[src/rtl/node_pkg.sv]
// Shared definitions for the ring-node transmit path.
// Contents: address/field widths, instruction field offsets, source-port
// codes, injector state encoding and the instruction formatter.
package node_pkg;

  localparam int NODE_IP_BITWIDTH = 3;
  localparam int DEST_MSB         = 31;
  localparam int ORIG_MSB         = 28;
  localparam int PAYLOAD_W        = 26;
  localparam int INSTR_W          = 32;

  localparam logic [1:0] SRC_PORT_CW    = 2'b00;
  localparam logic [1:0] SRC_PORT_CCW   = 2'b01;
  localparam logic [1:0] SRC_PORT_LOCAL = 2'b10;
  localparam logic [1:0] SRC_PORT_IDLE  = 2'b11;

  typedef enum logic [1:0] {
    IDLE = 2'd0,
    WAIT = 2'd1,
    SEND = 2'd2
  } inj_state_e;

  // {dest[31:29], origin[28:26], payload[25:0]}
  function automatic logic [INSTR_W-1:0] build_instr(
    input logic [NODE_IP_BITWIDTH-1:0] dest,
    input logic [NODE_IP_BITWIDTH-1:0] origin,
    input logic [PAYLOAD_W-1:0]        payload
  );
    logic [INSTR_W-1:0] instr;
    instr = '0;
    instr[DEST_MSB -: NODE_IP_BITWIDTH] = dest;
    instr[ORIG_MSB -: NODE_IP_BITWIDTH] = origin;
    instr[PAYLOAD_W-1:0]                = payload;
    return instr;
  endfunction

endpackage

[src/rtl/node_injector_if.sv]
// Host / ring / link signal bundle of the node injector.
// master: host + node_controller side (drives requests, ring_busy, tx_ready)
// slave : the injector (drives host_ready, tx_*, starve, tx_count)
interface node_injector_if;
  import node_pkg::*;

  logic                        host_valid;
  logic                        host_ready;
  logic [NODE_IP_BITWIDTH-1:0] host_dest;
  logic [PAYLOAD_W-1:0]        host_payload;
  logic                        ring_busy;
  logic                        tx_valid;
  logic                        tx_ready;
  logic [INSTR_W-1:0]          tx_instruction;
  logic [1:0]                  tx_source_port;
  logic                        starve;
  logic [7:0]                  tx_count;

  modport master (
    output host_valid, host_dest, host_payload, ring_busy, tx_ready,
    input  host_ready, tx_valid, tx_instruction, tx_source_port, starve, tx_count
  );

  modport slave (
    input  host_valid, host_dest, host_payload, ring_busy, tx_ready,
    output host_ready, tx_valid, tx_instruction, tx_source_port, starve, tx_count
  );

endinterface

[src/rtl/node_tx_fifo.sv]
// Synchronous injection buffer with asynchronous active-low reset.
// Ports: clk, rst_n; push_i/data_i write side; pop_i/data_o read side
// (data_o is the head entry); full_o, empty_o, count_o occupancy status.
// Pushes into a full FIFO and pops from an empty one are ignored.
module node_tx_fifo #(
  parameter int DEPTH = 4,
  parameter int WIDTH = 32
) (
  input  logic                     clk,
  input  logic                     rst_n,
  input  logic                     push_i,
  input  logic [WIDTH-1:0]         data_i,
  input  logic                     pop_i,
  output logic [WIDTH-1:0]         data_o,
  output logic                     full_o,
  output logic                     empty_o,
  output logic [$clog2(DEPTH):0]   count_o
);

  localparam int AW = $clog2(DEPTH);

  logic [WIDTH-1:0] mem_q [DEPTH];
  logic [AW-1:0]    wr_ptr_q, wr_ptr_d;
  logic [AW-1:0]    rd_ptr_q, rd_ptr_d;
  logic [AW:0]      count_q, count_d;
  logic             push_ok, pop_ok;

  assign full_o  = (count_q == (AW+1)'(DEPTH));
  assign empty_o = (count_q == '0);
  assign count_o = count_q;
  assign data_o  = mem_q[rd_ptr_q];

  assign push_ok = push_i & ~full_o;
  assign pop_ok  = pop_i & ~empty_o;

  always_comb begin
    wr_ptr_d = wr_ptr_q;
    rd_ptr_d = rd_ptr_q;
    count_d  = count_q;
    if (push_ok) wr_ptr_d = wr_ptr_q + 1'b1;
    if (pop_ok)  rd_ptr_d = rd_ptr_q + 1'b1;
    case ({push_ok, pop_ok})
      2'b10:   count_d = count_q + 1'b1;
      2'b01:   count_d = count_q - 1'b1;
      default: count_d = count_q;
    endcase
  end

  always_ff @(posedge clk or negedge rst_n) begin
    if (!rst_n) begin
      wr_ptr_q <= '0;
      rd_ptr_q <= '0;
      count_q  <= '0;
    end else begin
      wr_ptr_q <= wr_ptr_d;
      rd_ptr_q <= rd_ptr_d;
      count_q  <= count_d;
    end
  end

  // Storage needs no reset: entries are only read once the count covers them.
  always_ff @(posedge clk) begin
    if (push_ok) mem_q[wr_ptr_q] <= data_i;
  end

endmodule

[src/rtl/node_injector.sv]
// Transmit side of a ring node. Formats host payloads into 32-bit ring
// instructions, buffers them, and injects them as local packets whenever
// the node_controller is not carrying transit traffic.
// Ports: clk, rst_n (async, active low); bus (node_injector_if.slave):
//   host_valid/host_ready/host_dest/host_payload  host push side
//   ring_busy                                      transit occupancy
//   tx_valid/tx_ready/tx_instruction/tx_source_port local injection
//   starve                                         injection blocked too long
//   tx_count                                       accepted packets, mod 256
//
// state | meaning
// IDLE  | no visible packet buffered
// WAIT  | packet visible but transit traffic holds the slot; starve counter runs
// SEND  | head presented on tx_*, held until tx_ready
module node_injector
  import node_pkg::*;
#(
  parameter logic [NODE_IP_BITWIDTH-1:0] NODE_IP = '0,
  parameter int FIFO_DEPTH   = 4,
  parameter int STARVE_LIMIT = 16
) (
  input logic            clk,
  input logic            rst_n,
  node_injector_if.slave bus
);

  localparam int         AW         = $clog2(FIFO_DEPTH);
  localparam logic [7:0] STARVE_MAX = 8'(STARVE_LIMIT);

  inj_state_e         state_q, state_d;
  logic [7:0]         starve_cnt_q, starve_cnt_d;
  logic [7:0]         tx_count_q, tx_count_d;
  logic               push_q;
  logic               fifo_full, fifo_empty;
  logic [AW:0]        fifo_count, vis_count, vis_after_pop;
  logic [INSTR_W-1:0] fifo_head, fifo_wdata;
  logic               push, pop, tx_valid;

  assign push       = bus.host_valid & ~fifo_full;
  assign pop        = tx_valid & bus.tx_ready;
  assign fifo_wdata = build_instr(bus.host_dest, NODE_IP, bus.host_payload);

  node_tx_fifo #(
    .DEPTH (FIFO_DEPTH),
    .WIDTH (INSTR_W)
  ) u_fifo (
    .clk     (clk),
    .rst_n   (rst_n),
    .push_i  (push),
    .data_i  (fifo_wdata),
    .pop_i   (pop),
    .data_o  (fifo_head),
    .full_o  (fifo_full),
    .empty_o (fifo_empty),
    .count_o (fifo_count)
  );

  // The entry written at the last edge is hidden from the FSM for one cycle,
  // so a push at edge N turns into tx_valid only after edge N+2.
  assign vis_count     = fifo_empty ? '0 : (fifo_count - {{AW{1'b0}}, push_q});
  assign vis_after_pop = vis_count - {{AW{1'b0}}, 1'b1};

  assign tx_valid = (state_q == SEND);

  always_ff @(posedge clk or negedge rst_n) begin
    if (!rst_n) begin
      state_q      <= IDLE;
      starve_cnt_q <= '0;
      tx_count_q   <= '0;
      push_q       <= 1'b0;
    end else begin
      state_q      <= state_d;
      starve_cnt_q <= starve_cnt_d;
      tx_count_q   <= tx_count_d;
      push_q       <= push;
    end
  end

  always_comb begin
    state_d = state_q;
    case (state_q)
      IDLE: begin
        if (vis_count != '0) state_d = bus.ring_busy ? WAIT : SEND;
      end
      WAIT: begin
        if (!bus.ring_busy) state_d = SEND;
      end
      SEND: begin
        // ring_busy only matters once the current head has gone.
        if (bus.tx_ready) begin
          if (vis_after_pop == '0)  state_d = IDLE;
          else if (bus.ring_busy)   state_d = WAIT;
          else                      state_d = SEND;
        end
      end
      default: state_d = IDLE;
    endcase
  end

  // Counting the cycle that enters WAIT makes starve rise in the
  // STARVE_LIMIT-th WAIT cycle.
  always_comb begin
    starve_cnt_d = '0;
    if (state_d == WAIT) begin
      starve_cnt_d = (starve_cnt_q == STARVE_MAX) ? starve_cnt_q : starve_cnt_q + 8'd1;
    end
  end

  always_comb begin
    tx_count_d = tx_count_q;
    if (pop) tx_count_d = tx_count_q + 8'd1;
  end

  always_comb begin
    bus.tx_valid       = tx_valid;
    bus.tx_instruction = '0;
    bus.tx_source_port = SRC_PORT_IDLE;
    if (tx_valid) begin
      bus.tx_instruction = fifo_head;
      bus.tx_source_port = SRC_PORT_LOCAL;
    end
  end

  assign bus.host_ready = ~fifo_full;
  assign bus.starve     = (starve_cnt_q == STARVE_MAX);
  assign bus.tx_count   = tx_count_q;

endmodule

[src/flat_wrapper.sv]
// flat-port wrapper written by rule: the top's interface ports become plain ports
module node_injector_flat import node_pkg::*;
#(
  parameter logic [NODE_IP_BITWIDTH-1:0] NODE_IP = '0,
  parameter int FIFO_DEPTH   = 4,
  parameter int STARVE_LIMIT = 16
)
  (clk, rst_n, bus_host_valid, bus_host_dest, bus_host_payload, bus_ring_busy, bus_tx_ready, bus_host_ready, bus_tx_valid, bus_tx_instruction, bus_tx_source_port, bus_starve, bus_tx_count);
  node_injector_if bus_i ();
  input logic clk;
  input logic rst_n;
  input wire logic [$bits(bus_i.host_valid)-1:0] bus_host_valid;
  input wire logic [$bits(bus_i.host_dest)-1:0] bus_host_dest;
  input wire logic [$bits(bus_i.host_payload)-1:0] bus_host_payload;
  input wire logic [$bits(bus_i.ring_busy)-1:0] bus_ring_busy;
  input wire logic [$bits(bus_i.tx_ready)-1:0] bus_tx_ready;
  output wire logic [$bits(bus_i.host_ready)-1:0] bus_host_ready;
  output wire logic [$bits(bus_i.tx_valid)-1:0] bus_tx_valid;
  output wire logic [$bits(bus_i.tx_instruction)-1:0] bus_tx_instruction;
  output wire logic [$bits(bus_i.tx_source_port)-1:0] bus_tx_source_port;
  output wire logic [$bits(bus_i.starve)-1:0] bus_starve;
  output wire logic [$bits(bus_i.tx_count)-1:0] bus_tx_count;
  assign bus_i.host_valid = bus_host_valid;
  assign bus_i.host_dest = bus_host_dest;
  assign bus_i.host_payload = bus_host_payload;
  assign bus_i.ring_busy = bus_ring_busy;
  assign bus_i.tx_ready = bus_tx_ready;
  assign bus_host_ready = bus_i.host_ready;
  assign bus_tx_valid = bus_i.tx_valid;
  assign bus_tx_instruction = bus_i.tx_instruction;
  assign bus_tx_source_port = bus_i.tx_source_port;
  assign bus_starve = bus_i.starve;
  assign bus_tx_count = bus_i.tx_count;
  node_injector #(.NODE_IP(NODE_IP), .FIFO_DEPTH(FIFO_DEPTH), .STARVE_LIMIT(STARVE_LIMIT)) u_core (.clk(clk), .rst_n(rst_n), .bus(bus_i));
endmodule
[config.mk]
export PLATFORM = sky130hd
export DESIGN_NAME = node_injector_flat
export DESIGN_NICKNAME = d
export VERILOG_FILES = /design/src/rtl/node_pkg.sv /design/src/rtl/node_injector_if.sv /design/src/rtl/node_tx_fifo.sv /design/src/rtl/node_injector.sv /design/src/flat_wrapper.sv
export SDC_FILE = /design/constraint.sdc
export NUM_CORES = 1
export LEC_CHECK = 0
export CAP_MARGIN = 40
export CORE_UTILIZATION = 55
export DETAILED_ROUTE_END_ITERATION = 7
export PLACE_DENSITY = 0.8
export RECOVER_POWER = 50
export REMOVE_ABC_BUFFERS = 1
export SLEW_MARGIN = 30
export SYNTH_ARGS = -nofsm -noshare
export SYNTH_HDL_FRONTEND = slang
export SYNTH_SLANG_ARGS = --single-unit
[constraint.sdc]
create_clock -name clk -period 4 [get_ports clk]
set_input_delay 0.8 -clock clk [delete_from_list [all_inputs] [get_ports clk]]
set_output_delay 0.8 -clock clk [all_outputs]
set_load 0.03 [all_outputs]
; ---- Word level (Yosys, flattened, before mapping)
; Memories as Yosys holds them, arrays and structs flattened.
; Index checks and enable logic that the tools add are counted.
[op_classes]
mux = 14
multipliers = 0
n_reduce_logical = 5
div_mod_pow = 0
n_eq_ne = 8
n_bitwise = 6
magnitude_cmp = 0
shift = 0
add_sub_neg = 8
[op_table]
columns = op, n
row1 = $mux W32, 1
row2 = $add A8 B1 Y8 const B, 2
row3 = $mux W8, 2
row4 = $mux W2, 5
row5 = $eq A8 B5 Y1 const B, 1
row6 = $eq A2 B1 Y1 const B, 3
row7 = $logic_not A3 Y1, 2
row8 = $pmux W2 S3, 1
row9 = $pmux W3 S2, 1
row10 = $sub A3 B1 Y3 const B, 2
row11 = $add A2 B1 Y2 const B, 2
row12 = $and A1 B1 Y1, 4
row13 = $eq A2 B2 Y1 const B, 2
row14 = $add A3 B1 Y3 const B, 1
row15 = $eq A3 B3 Y1 const B, 1
row16 = $mux W1, 3
row17 = $mux W3, 1
row18 = $reduce_bool A3 Y1, 1
row19 = $sub A3 B1 Y3, 1
row20 = $logic_not A2 Y1, 1
row21 = $ne A2 B2 Y1 const B, 1
row22 = $not A1 Y1, 2
row23 = $reduce_bool A2 Y1, 1
[totals]
inputBits = 34
ramBits = 116
elab_cells = 49
rom_bits = 0
latch_bits = 0
out_inout_bits = 45
reg_bits = 26
mem_count = 1
[mem_list]
columns = name, words, word_bits, rd, rd_ports_with_merged_regs, write_ports, line
row1 = u_core.u_fifo.mem_q, 4, 29, 1, 0, 1, node_tx_fifo.sv:22  ; logic [WIDTH-1:0] mem_q [DEPTH];

; ---- Depth between registers and ports, before layout
[depth]
word_depth = 9
ltp_mapped = 12
depth_no_buf = 11

; ---- By module
; Synthesis repeated with hierarchy kept, for this count alone.
[unflattened]
hier_cells = 342
area_unflattened_um2 = 6362.4
[by_module_without_submodules]
columns = mod, instances, area_per_inst_um2, cells_each, seq_area_each_um2
row1 = node_tx_fifo, 1, 5091.1, 205, 4018.9
row2 = node_injector, 1, 1271.2, 137, 475.5

; ---- Worst setup path before layout
; Ideal clock, no wire load.
[synth_path]
path_kind = flip-flop to output port
from = reg u_core.state_q[0]
to = out bus_tx_instruction[21]
t_arrival_ps = 1434
path_stages_with_launch = 4
n_path_buf = 1
path_slack_ps = 1766
required_time_ps = 3200
path_cell_list = dfrtp_1 -> nand2b_1 -> clkbuf_1 -> nor2b_1
[synth_via]
elab_chain_len = 2
[synth_rtl]
columns = element, line
row1 = "start, declared", node_injector.sv:30  ; inj_state_e state_q, state_d;
row2 = "start signal, assigned", node_injector.sv:72  ; state_q <= state_d;
row3 = $eq A2 B2 Y1, node_injector.sv:63  ; assign tx_valid = (state_q == SEND);
row4 = $mux W32, node_injector.sv:118  ; if (tx_valid) begin
row5 = "end, declared", flat_wrapper.sv:19  ; output wire logic [$bits(bus_i.tx_instruction)-1:0] bus_tx_instruction;
; No other way between the ends.

; ---- Worst setup path in the final report
[layout_path]
from = reg u_core.u_fifo.rd_ptr_q[0]
to = out bus_tx_instruction[1]
[layout_via]
elab_chain_len = 2
[layout_rtl]
columns = element, line
row1 = "start, declared", node_tx_fifo.sv:24  ; logic [AW-1:0] rd_ptr_q, rd_ptr_d;
row2 = "start signal, assigned", node_tx_fifo.sv:56  ; rd_ptr_q <= rd_ptr_d;
row3 = $mem_v2 Z4 W29, n/a
row4 = $mux W32, node_injector.sv:118
; No other way between the ends.

==> flow_summary.json <==
{
  "startpoint": "u_core.u_fifo.rd_ptr_q[0]",
  "syn_inst": 319,
  "path_clk_slew_ns": 0.06,
  "setup_viol": 0,
  "grt_max_degree": 35,
  "port-buffer-count": 74,
  "hpwl_um": 5850,
  "start_kind": "flop",
  "routed_wl_um": 10100,
  "cts_buffer_depth": 2,
  "syn_area_per_cell_um2": 18.1,
  "multi_input_area_um2": 1500,
  "arrival_ns": 2.72,
  "final_common_cell": "edfxtp_1",
  "finalHoldViolations": 0,
  "drt_iter0_drc": 213,
  "ys_seq_elements": 142,
  "register_area_um2": 4140,
  "yosysWarnings": 0,
  "num_rows": 37,
  "start_util_pct": 56.4,
  "num_vias": 2959,
  "rsz0062_at_grt": "no",
  "cts.htree.levels": 4,
  "cap_violations": 0,
  "clockRootBuffer": "clkbuf_8",
  "r2r-start": "u_core.u_fifo.count_o[0]",
  "synth-main-ff-cell": "edfxtp_1",
  "grt-ovfl-total": 0,
  "drtPass1Iterations": 4,
  "grtUsageTotal_pct": 20.6,
  "async_flop_share_pct": 18.3,
  "n_antenna_cell": 0,
  "drc": 0,
  "cp.required_ns": 3.20,
  "n_fill_cell": 643,
  "synth_area_um2": 5770,
  "ioPinCount": 79,
  "worst-path-max-fanout": 19,
  "cts_made_buffers": 17,
  "fmax_mhz": 284,
  "layout.nets": 450,
  "tns_ns": 0,
  "worst_clock_skew_ns": 0.00834,
  "grt_pass1_wl_um": 16400,
  "slew_viol_final": 0,
  "critical_path_class": "reg2out",
  "grt_pass1_vias": 3221,
  "status": "finished, final reports clean",
  "clock-sinks": 142,
  "synth_edf_count": 116,
  "ys_seq_area_share_pct": 71.7,
  "cts_hold_buf": 0,
  "worst_pin_slew_ns": 1.50,
  "period_share_pct": 88.1,
  "relSlewSlack_pct": 0.154,
  "design_area_um2": 7200,
  "die_area_um2": 10900,
  "ant_nets": 0,
  "hold_path.class": "reg2reg",
  "drive_gt1_share_pct": 16.1,
  "cts_resized": 0,
  "clk_latency_ns": 0.51,
  "die_w_um": 104,
  "place_congestion": 0.716,
  "period_needed_ns": 3.52,
  "postCtsSetupBuffers": 0,
  "area_delta_synth_final_pct": 24.8,
  "yosys.cell_types.count": 33,
  "antenna_found_initial": 0,
  "die_y_um": 104,
  "placed_cell_area_um2": 6650,
  "cts_tree": "yes",
  "leakagePower_uw": 0.00257,
  "layout_common_cells": "edfxtp_1 (116), clkdlybuf4s50_1 (42), dlygate4sd3_1 (32), nor2b_1 (30), mux4_2 (29)",
  "viasPerCell": 5.35,
  "wl_per_cell_um": 18.3,
  "worstHoldStart": "u_core.bus.tx_count[7]",
  "p_per_area_nw_per_um2": 758,
  "ir_drop_v": 0.000321,
  "end_kind": "output port",
  "coreArea_um2": 10200
}
## metrics by stage
step | power (µW) | hold WS (ns) | utilization (%) | setup slack [ns] | instances
3_5_place_dp | 4020 | 0.470 | 65.0 | 0.966 | 521
6_report | 5460 | 0.485 | 70.3 | 0.478 | 553
5_1_grt | 5720 | 0.509 | 70.3 | 0.327 | 553
4_1_cts | 5510 | 0.482 | 70.5 | 0.409 | 553
2_1_floorplan | 3360 | 0.489 | - | 1.00 | 307
3_3_place_gp | 3960 | 0.463 | 64.9 | 0.993 | 520
## area by class of cell
type / instances / area share [%]
clock buffers: 19 / 5.86
clock inverters: 13 / 1.95
inverters: 13 / 0.678
multi-input cells: 152 / 20.9
flip-flops and latches: 142 / 57.5
well taps: 136 / 2.36
repair buffers: 78 / 10.8
## registers in the layout (all words and copies together) (netlist names)
name,cells
u_core.u_fifo.wr_ptr_q,2
u_core.bus.tx_count,8
u_core.push_q,1
u_core.state_q,2
u_core.u_fifo.rd_ptr_q,2
u_core.u_fifo.mem_q,116
u_core.starve_cnt_q,8
u_core.u_fifo.count_o,3
## per-layer routing
metal / vias to the layer above / global-route usage [%] / wire length, µm / share of wire, %
li1: 1368 / - / - / -
met1: 1485 / 26.2 / 4250 / 42
met2: 93 / 34.1 / 5220 / 52
met3: 13 / 5.45 / 476 / 4.7
met4: 0 / 7.96 / 142 / 1.4
met5: - / 0 / 0 / 0
## worst paths after layout
check | cells after the start | endpoint | slack (ns)
worst max-delay path | 4 | bus_tx_instruction[1] | 0.48
worst min-delay path | 1 | u_core.bus.tx_count[7] | 0.48
worst max register to register | 9 | u_core.starve_cnt_q[3] | 1.63
worst min register to register | 1 | u_core.bus.tx_count[7] | 0.48
max in group asynchronous | 3 | u_core.state_q[0] | 2.14
min in group asynchronous | 1 | u_core.bus.tx_count[2] | 0.74
## critical path, cell delays in order, from the launching register on
cell and delay [ns]:
dfrtp_2 0.63, buf_12 0.26, mux4_2 0.52, nor2b_1 0.16
clkdlybuf4s50_1 0.64
## power by group
group          internal (µW)  leakage [µW]  switching, µW
Combinational            852      0.000911            991
Sequential              1950       0.00140            181
Clock                    889      0.000265            589
## synth_stat cells, types with 2 or more instances
master	number	area share, %
mux2i_1	2	0.35
dfrtp_1	26	11
conb_1	2	0.13
inv_1	13	0.85
edfxtp_1	116	60
buf_6	3	0.59
and3_1	5	0.54
xor2_1	9	1.4
mux4_2	29	11
nand2_1	12	0.78
nand3_1	6	0.52
nor2_1	13	0.85
buf_2	3	0.26
nand2b_1	2	0.22
nand3b_1	2	0.26
xnor2_1	10	1.5
nor2b_1	30	3.3
nor3_1	5	0.43
ha_1	11	2.4
clkbuf_1	4	0.26
buf_4	4	0.52
## cell families (layout without fill, tap and decap cells)
| family | after synthesis | count (layout) | share of synthesized area, % |
|---|---|---|---|
| xor gates and xnor gates | 19 | 19 | 2.89 |
| adders and majority gates | 12 | 12 | 2.73 |
| and+or+nand+nor | 79 | 79 | 7.42 |
| other | 2 | 4 | 0.130 |
| AOI/OAI and AO/OA | 6 | 6 | 0.824 |
| DFF | 142 | 142 | 71.7 |
| muxes | 32 | 32 | 11.9 |
| buffers and inverters | 27 | 123 | 2.47 |
(Power assumes the default switching activity.)
